File: config.mk
export PLATFORM = sky130hd
export DESIGN_NAME = fetch_unit_flat
export DESIGN_NICKNAME = d
export VERILOG_FILES = /design/src/rtl/fetch_if.sv /design/src/rtl/fetch_unit.sv /design/src/flat_wrapper.sv
export SDC_FILE = /design/constraint.sdc
export NUM_CORES = 1
export LEC_CHECK = 0
export CAP_MARGIN = 20
export CELL_PAD_IN_SITES_DETAIL_PLACEMENT = 0
export CELL_PAD_IN_SITES_GLOBAL_PLACEMENT = 1
export CORE_UTILIZATION = 33
export CTS_CLUSTER_DIAMETER = 200
export DETAILED_ROUTE_END_ITERATION = 10
export GPL_ROUTABILITY_DRIVEN = 0
export PLACE_DENSITY = 0.82
export SYNTH_ARGS = -nofsm -noshare
export SYNTH_HDL_FRONTEND = slang
export SYNTH_SLANG_ARGS = --single-unit
File: constraint.sdc
create_clock -name clk -period 3.5 [get_ports clk]
set_input_delay 0.525 -clock clk [delete_from_list [all_inputs] [get_ports clk]]
set_output_delay 0.525 -clock clk [all_outputs]
set_load 0.005 [all_outputs]
File: src/rtl/fetch_if.sv
// Fetch-stage bus: instruction RAM read port plus the decoder valid/ready handshake.
// The fetch unit connects through the master modport, the RAM and decoder through the slave modport.
interface fetch_if;
  logic [29:0] ram_addr;
  logic        ram_re;
  logic [31:0] ram_dout;
  logic [31:0] instr;
  logic [31:0] instr_pc;
  logic        instr_valid;
  logic        instr_ready;
  logic        redirect;
  logic [31:0] redirect_pc;
  logic [31:0] fetch_count;

  modport master (
    output ram_addr, ram_re, instr, instr_pc, instr_valid, fetch_count,
    input  ram_dout, instr_ready, redirect, redirect_pc
  );

  modport slave (
    input  ram_addr, ram_re, instr, instr_pc, instr_valid, fetch_count,
    output ram_dout, instr_ready, redirect, redirect_pc
  );
endinterface

File: src/rtl/fetch_unit.sv
// Instruction fetch stage in front of a 1-cycle registered-read RAM.
// It issues one read per cycle while the decoder accepts, and restarts at a new PC on redirect.
module fetch_unit #(
  parameter logic [31:0] RESET_PC = 32'h0000_0000
) (
  input  logic     clk,
  input  logic     reset,
  fetch_if.master  bus
);

  typedef enum logic {FETCH, RESP} state_t;

  state_t      state_q, state_d;
  logic [31:0] pc_q, pc_d;
  logic [31:0] instr_pc_q, instr_pc_d;
  logic [31:0] count_q, count_d;
  logic [31:0] redir_pc;
  logic        re;
  logic [29:0] addr;
  logic        handshake;

  assign redir_pc  = bus.redirect_pc & ~32'd3;
  assign handshake = (state_q == RESP) && bus.instr_ready && !reset;

  always_comb begin
    re         = 1'b0;
    addr       = pc_q[31:2];
    state_d    = state_q;
    pc_d       = pc_q;
    instr_pc_d = instr_pc_q;
    count_d    = handshake ? count_q + 32'd1 : count_q;
    if (reset) begin
      addr = '0;
    end else if (bus.redirect) begin
      re         = 1'b1;
      addr       = redir_pc[31:2];
      instr_pc_d = redir_pc;
      pc_d       = redir_pc + 32'd4;
      state_d    = RESP;
    end else if (state_q == FETCH || bus.instr_ready) begin
      re         = 1'b1;
      instr_pc_d = pc_q;
      pc_d       = pc_q + 32'd4;
      state_d    = RESP;
    end
  end

  always_ff @(posedge clk) begin
    if (reset) begin
      state_q    <= FETCH;
      pc_q       <= RESET_PC;
      instr_pc_q <= '0;
      count_q    <= '0;
    end else begin
      state_q    <= state_d;
      pc_q       <= pc_d;
      instr_pc_q <= instr_pc_d;
      count_q    <= count_d;
    end
  end

  // instr is the RAM output itself; holding ram_re low keeps it stable during a stall.
  assign bus.ram_re      = re;
  assign bus.ram_addr    = addr;
  assign bus.instr       = bus.ram_dout;
  assign bus.instr_pc    = instr_pc_q;
  assign bus.instr_valid = (state_q == RESP) && !reset;
  assign bus.fetch_count = count_q;

endmodule

File: src/flat_wrapper.sv
// flat-port wrapper written by rule: the top's interface ports become plain ports
module fetch_unit_flat 
#(
  parameter logic [31:0] RESET_PC = 32'h0000_0000
)
  (clk, reset, bus_ram_addr, bus_ram_re, bus_instr, bus_instr_pc, bus_instr_valid, bus_fetch_count, bus_ram_dout, bus_instr_ready, bus_redirect, bus_redirect_pc);
  fetch_if bus_i ();
  input  logic clk;
  input  logic reset;
  output wire logic [$bits(bus_i.ram_addr)-1:0] bus_ram_addr;
  output wire logic [$bits(bus_i.ram_re)-1:0] bus_ram_re;
  output wire logic [$bits(bus_i.instr)-1:0] bus_instr;
  output wire logic [$bits(bus_i.instr_pc)-1:0] bus_instr_pc;
  output wire logic [$bits(bus_i.instr_valid)-1:0] bus_instr_valid;
  output wire logic [$bits(bus_i.fetch_count)-1:0] bus_fetch_count;
  input wire logic [$bits(bus_i.ram_dout)-1:0] bus_ram_dout;
  input wire logic [$bits(bus_i.instr_ready)-1:0] bus_instr_ready;
  input wire logic [$bits(bus_i.redirect)-1:0] bus_redirect;
  input wire logic [$bits(bus_i.redirect_pc)-1:0] bus_redirect_pc;
  assign bus_ram_addr = bus_i.ram_addr;
  assign bus_ram_re = bus_i.ram_re;
  assign bus_instr = bus_i.instr;
  assign bus_instr_pc = bus_i.instr_pc;
  assign bus_instr_valid = bus_i.instr_valid;
  assign bus_fetch_count = bus_i.fetch_count;
  assign bus_i.ram_dout = bus_ram_dout;
  assign bus_i.instr_ready = bus_instr_ready;
  assign bus_i.redirect = bus_redirect;
  assign bus_i.redirect_pc = bus_redirect_pc;
  fetch_unit #(.RESET_PC(RESET_PC)) u_core (.clk(clk), .reset(reset), .bus(bus_i));
endmodule
==> results.md <==
- Largest net degree at the start of global routing: 59
- Status: finished, final reports clean
- Root buffer cell: clkbuf_16
- CP Launch Point: bus_redirect
- CP max FO: 35
- Final wirelength: 14800 µm
- Leakage: approximately 2.6 nW
- GRT Total Usage: roughly 18%
- Global Route met1 Usage: 22.7%
- Post-cts gate resize count: 0
- Initial DRC Count: 284
- Clk_lat worst skew: 0.35 ns
- Setup TNS: 0 ns
- Core area: 16500 µm²
- Footprint of the multi-input gates: between 3000 and 4000 µm²
- Htree depth: 3
- Rel. slew slack: 43.4%
- Remaining DRCs: 0
- Vias in the first global route: 4713
- Hold Crit Class: flip-flop to flip-flop
- Startpoint types: primary input
- Worst VDD drop: ~240 µV
- Initial antenna violation count: 0
- Period utilisation layout: 77.5%
- Post-CTS setup buffers: 0
- Detailed placer's ending HPWL: a little over 10000 µm
- WHS: 0.460 ns
- Slew Limit Fails: 0
- Sw Share: 28.5%
- Register area: around 1900 µm²
- Fin crit period: about 2.7 ns
- Worst Tran Pin Value: between 0.8 and 0.9 ns
- Arrival @ worst endpoint: 2.19 ns
- RR Startpoint: u_core.pc_q[3]$_SDFFE_PP0N_
- Vias: 5080
- Clock Skews: 0.00651 ns
- CP Data Required Time: 2.97 ns
- Antenna cell count: 0
- DIE AREA: 17400 µm²
- Fillcell total: about 1700
- Share of the synthesized area in the top cell type: 33.4%
- Fin. Hold Viols: 0
- Synth Register Bits: 93
- Cell variety after synth: 55
- Hold Buf Count CTS: 0
- Number of max-cap violations: 0
- Share of the yosys chip area belonging to registers: 33.4%
- Met3 Use GR: between 4 and 5%
- Routed WL per cell: 14.5 µm
- Clock Tree Buf Depth: 2
- Crit path kind: primary input to primary output
- Most common cell in the synthesized netlist: nor2_1
- Number of synthesized flops with an enable pin: 0
- Met2 Usage GRT: ~29%
- Commonest cells post-synth: nor2_1, dfxtp_1, nand2_1
- Initial Utilization: between 30% and 40%
- # setup viols final: 0
- Switching power: between 0.7 and 0.8 mW
- Fmax achieved: approximately 370 MHz
- Unrepaired setup endpoints after global routing: no
- YS warnings: 0
- CTS Buf Count: 9
- Layout cell share with drive strength beyond 1: 6.90%
- IO Count: 196
- P&R area growth vs syn: 27.2%
- Seq pwr share: between 40% and 50%
- Post-route ant nets: 0
- Comb power frac: 16.5%
- Critical Path End Type: primary output
- IO buf count: 127
- Gr busiest metal: met2
- Mapped Area: between 5000 and 6000 µm²
- Die Width: ~130 µm
- Post-Syn Instances: 711
- Clock power share: between 30% and 40%
- Cell Rows: 47
- Synth area leader: dfxtp_1
- Mean Syn Cell Area: 7.84 µm²
- Area contributors post-synth: dfxtp_1, nor2_1, nand2_1
- Pwr Density: 357 nW/µm²
- Most common flop cell mapped by yosys: dfxtp_1
- P_int: 1.81 mW
- CTS tree: done
- Clk sinks: 93
- Share of flip-flops with an asynchronous set or reset: 0%
- Die Height: 132 µm
- Fin nets: 862
- Router iterations before antenna repair: 8
- GRT overflow: 0
- Clock transition at path regs: roughly 0.07 ns
- Hold Startpoint: u_core.pc_q[30]$_SDFFE_PP0N_
- DR vias/cell: 5.00
- First-pass GRT wire length: 24600 µm
cell families after synthesis:
family,after synthesis,synth area share (%)
AOI/OAI and AO/OA,117,13.5
xor gates and xnor gates,60,9.42
adders and majority gates,2,0.449
buffers and inverters,84,8.88
DFF,93,33.4
muxes,28,5.09
other,1,0.0672
and+or+nand+nor,326,29.2
flip-flops by register name, indices dropped and copies added (netlist names):
name                    flops
u_core.bus.fetch_count     32
u_core.pc_q                30
u_core.bus.instr_pc        30
u_core.state_q              1
critical path: stages:
cell             delay [ns]
buf_4                  0.26
buf_4                  0.41
mux2i_1                0.46
nor2_1                 0.07
clkdlybuf4s50_1        0.45
layout by cell type (no fill, tap or decap), types with 3 or more instances in the layout:
cell and count:
a21oi_1 54, nand3_1 49, nand2b_1 4, and4_1 8, a31oi_1 5, xnor2_1 26, o21ai_0 12, nor2_1 105
and2_1 5, and3_1 7, clkinvlp_4 3, nand2_1 90, or4_1 4, inv_6 3, clkdlybuf4s50_1 125, a22oi_1 4
mux2i_1 25, xor2_1 34, a211oi_1 23, buf_4 20, nor3_1 8, nand4_1 18, clkbuf_16 9, inv_1 7
o31ai_1 6, dfxtp_1 93, nand3b_1 10
area by class of cell:
type | count | area share [%]
clock inverters | 7 | 0.811
inverters | 7 | 0.370
repair buffers | 146 | 20.0
multi-input cells | 535 | 45.5
flip-flops and latches | 93 | 26.2
clock buffers | 9 | 3.18
well taps | 220 | 3.88
final timing paths:
kind	end	slack, ns	cells past startpoint
worst max-delay path	bus_ram_addr[12]	0.79	5
worst min-delay path	u_core.pc_q[30]$_SDFFE_PP0N_	0.46	2
worst max register to register	u_core.pc_q[24]$_SDFFE_PP0N_	1.13	9
worst min register to register	u_core.pc_q[30]$_SDFFE_PP0N_	0.46	2
per-stage QoR:
stage	instance area [µm²]	util [%]	instances	worst slack [ns]	total power, mW
after floorplan	5580	-	712	0.372	1.42
after global placement	6810	41.2	1001	0.518	1.60
after detailed placement	6810	41.2	1001	0.493	1.60
after CTS	7090	42.9	1017	0.749	2.57
after global routing	7090	42.9	1017	0.677	2.67
final	7090	42.9	1017	0.786	2.53
power groups by stage:
stage	logic [mW]	registers [mW]	clock network (mW)
3_3_place_gp	0.418	1.18	0
2_1_floorplan	0.253	1.17	0
5_1_grt	0.462	1.16	1.04
3_5_place_dp	0.420	1.18	0
6_report	0.418	1.16	0.956
4_1_cts	0.422	1.16	0.991
per-layer routing:
metal / share of wire (%) / vias to the layer above / wire, µm
met1: 46 / 2343 / 6810
met3: 5.5 / 14 / 805
met2: 47 / 133 / 7000
met4: 1.0 / 0 / 148
li1: - / 2590 / -
met5: 0 / - / 0
No activity file was read; power rests on OpenSTA's default activity.
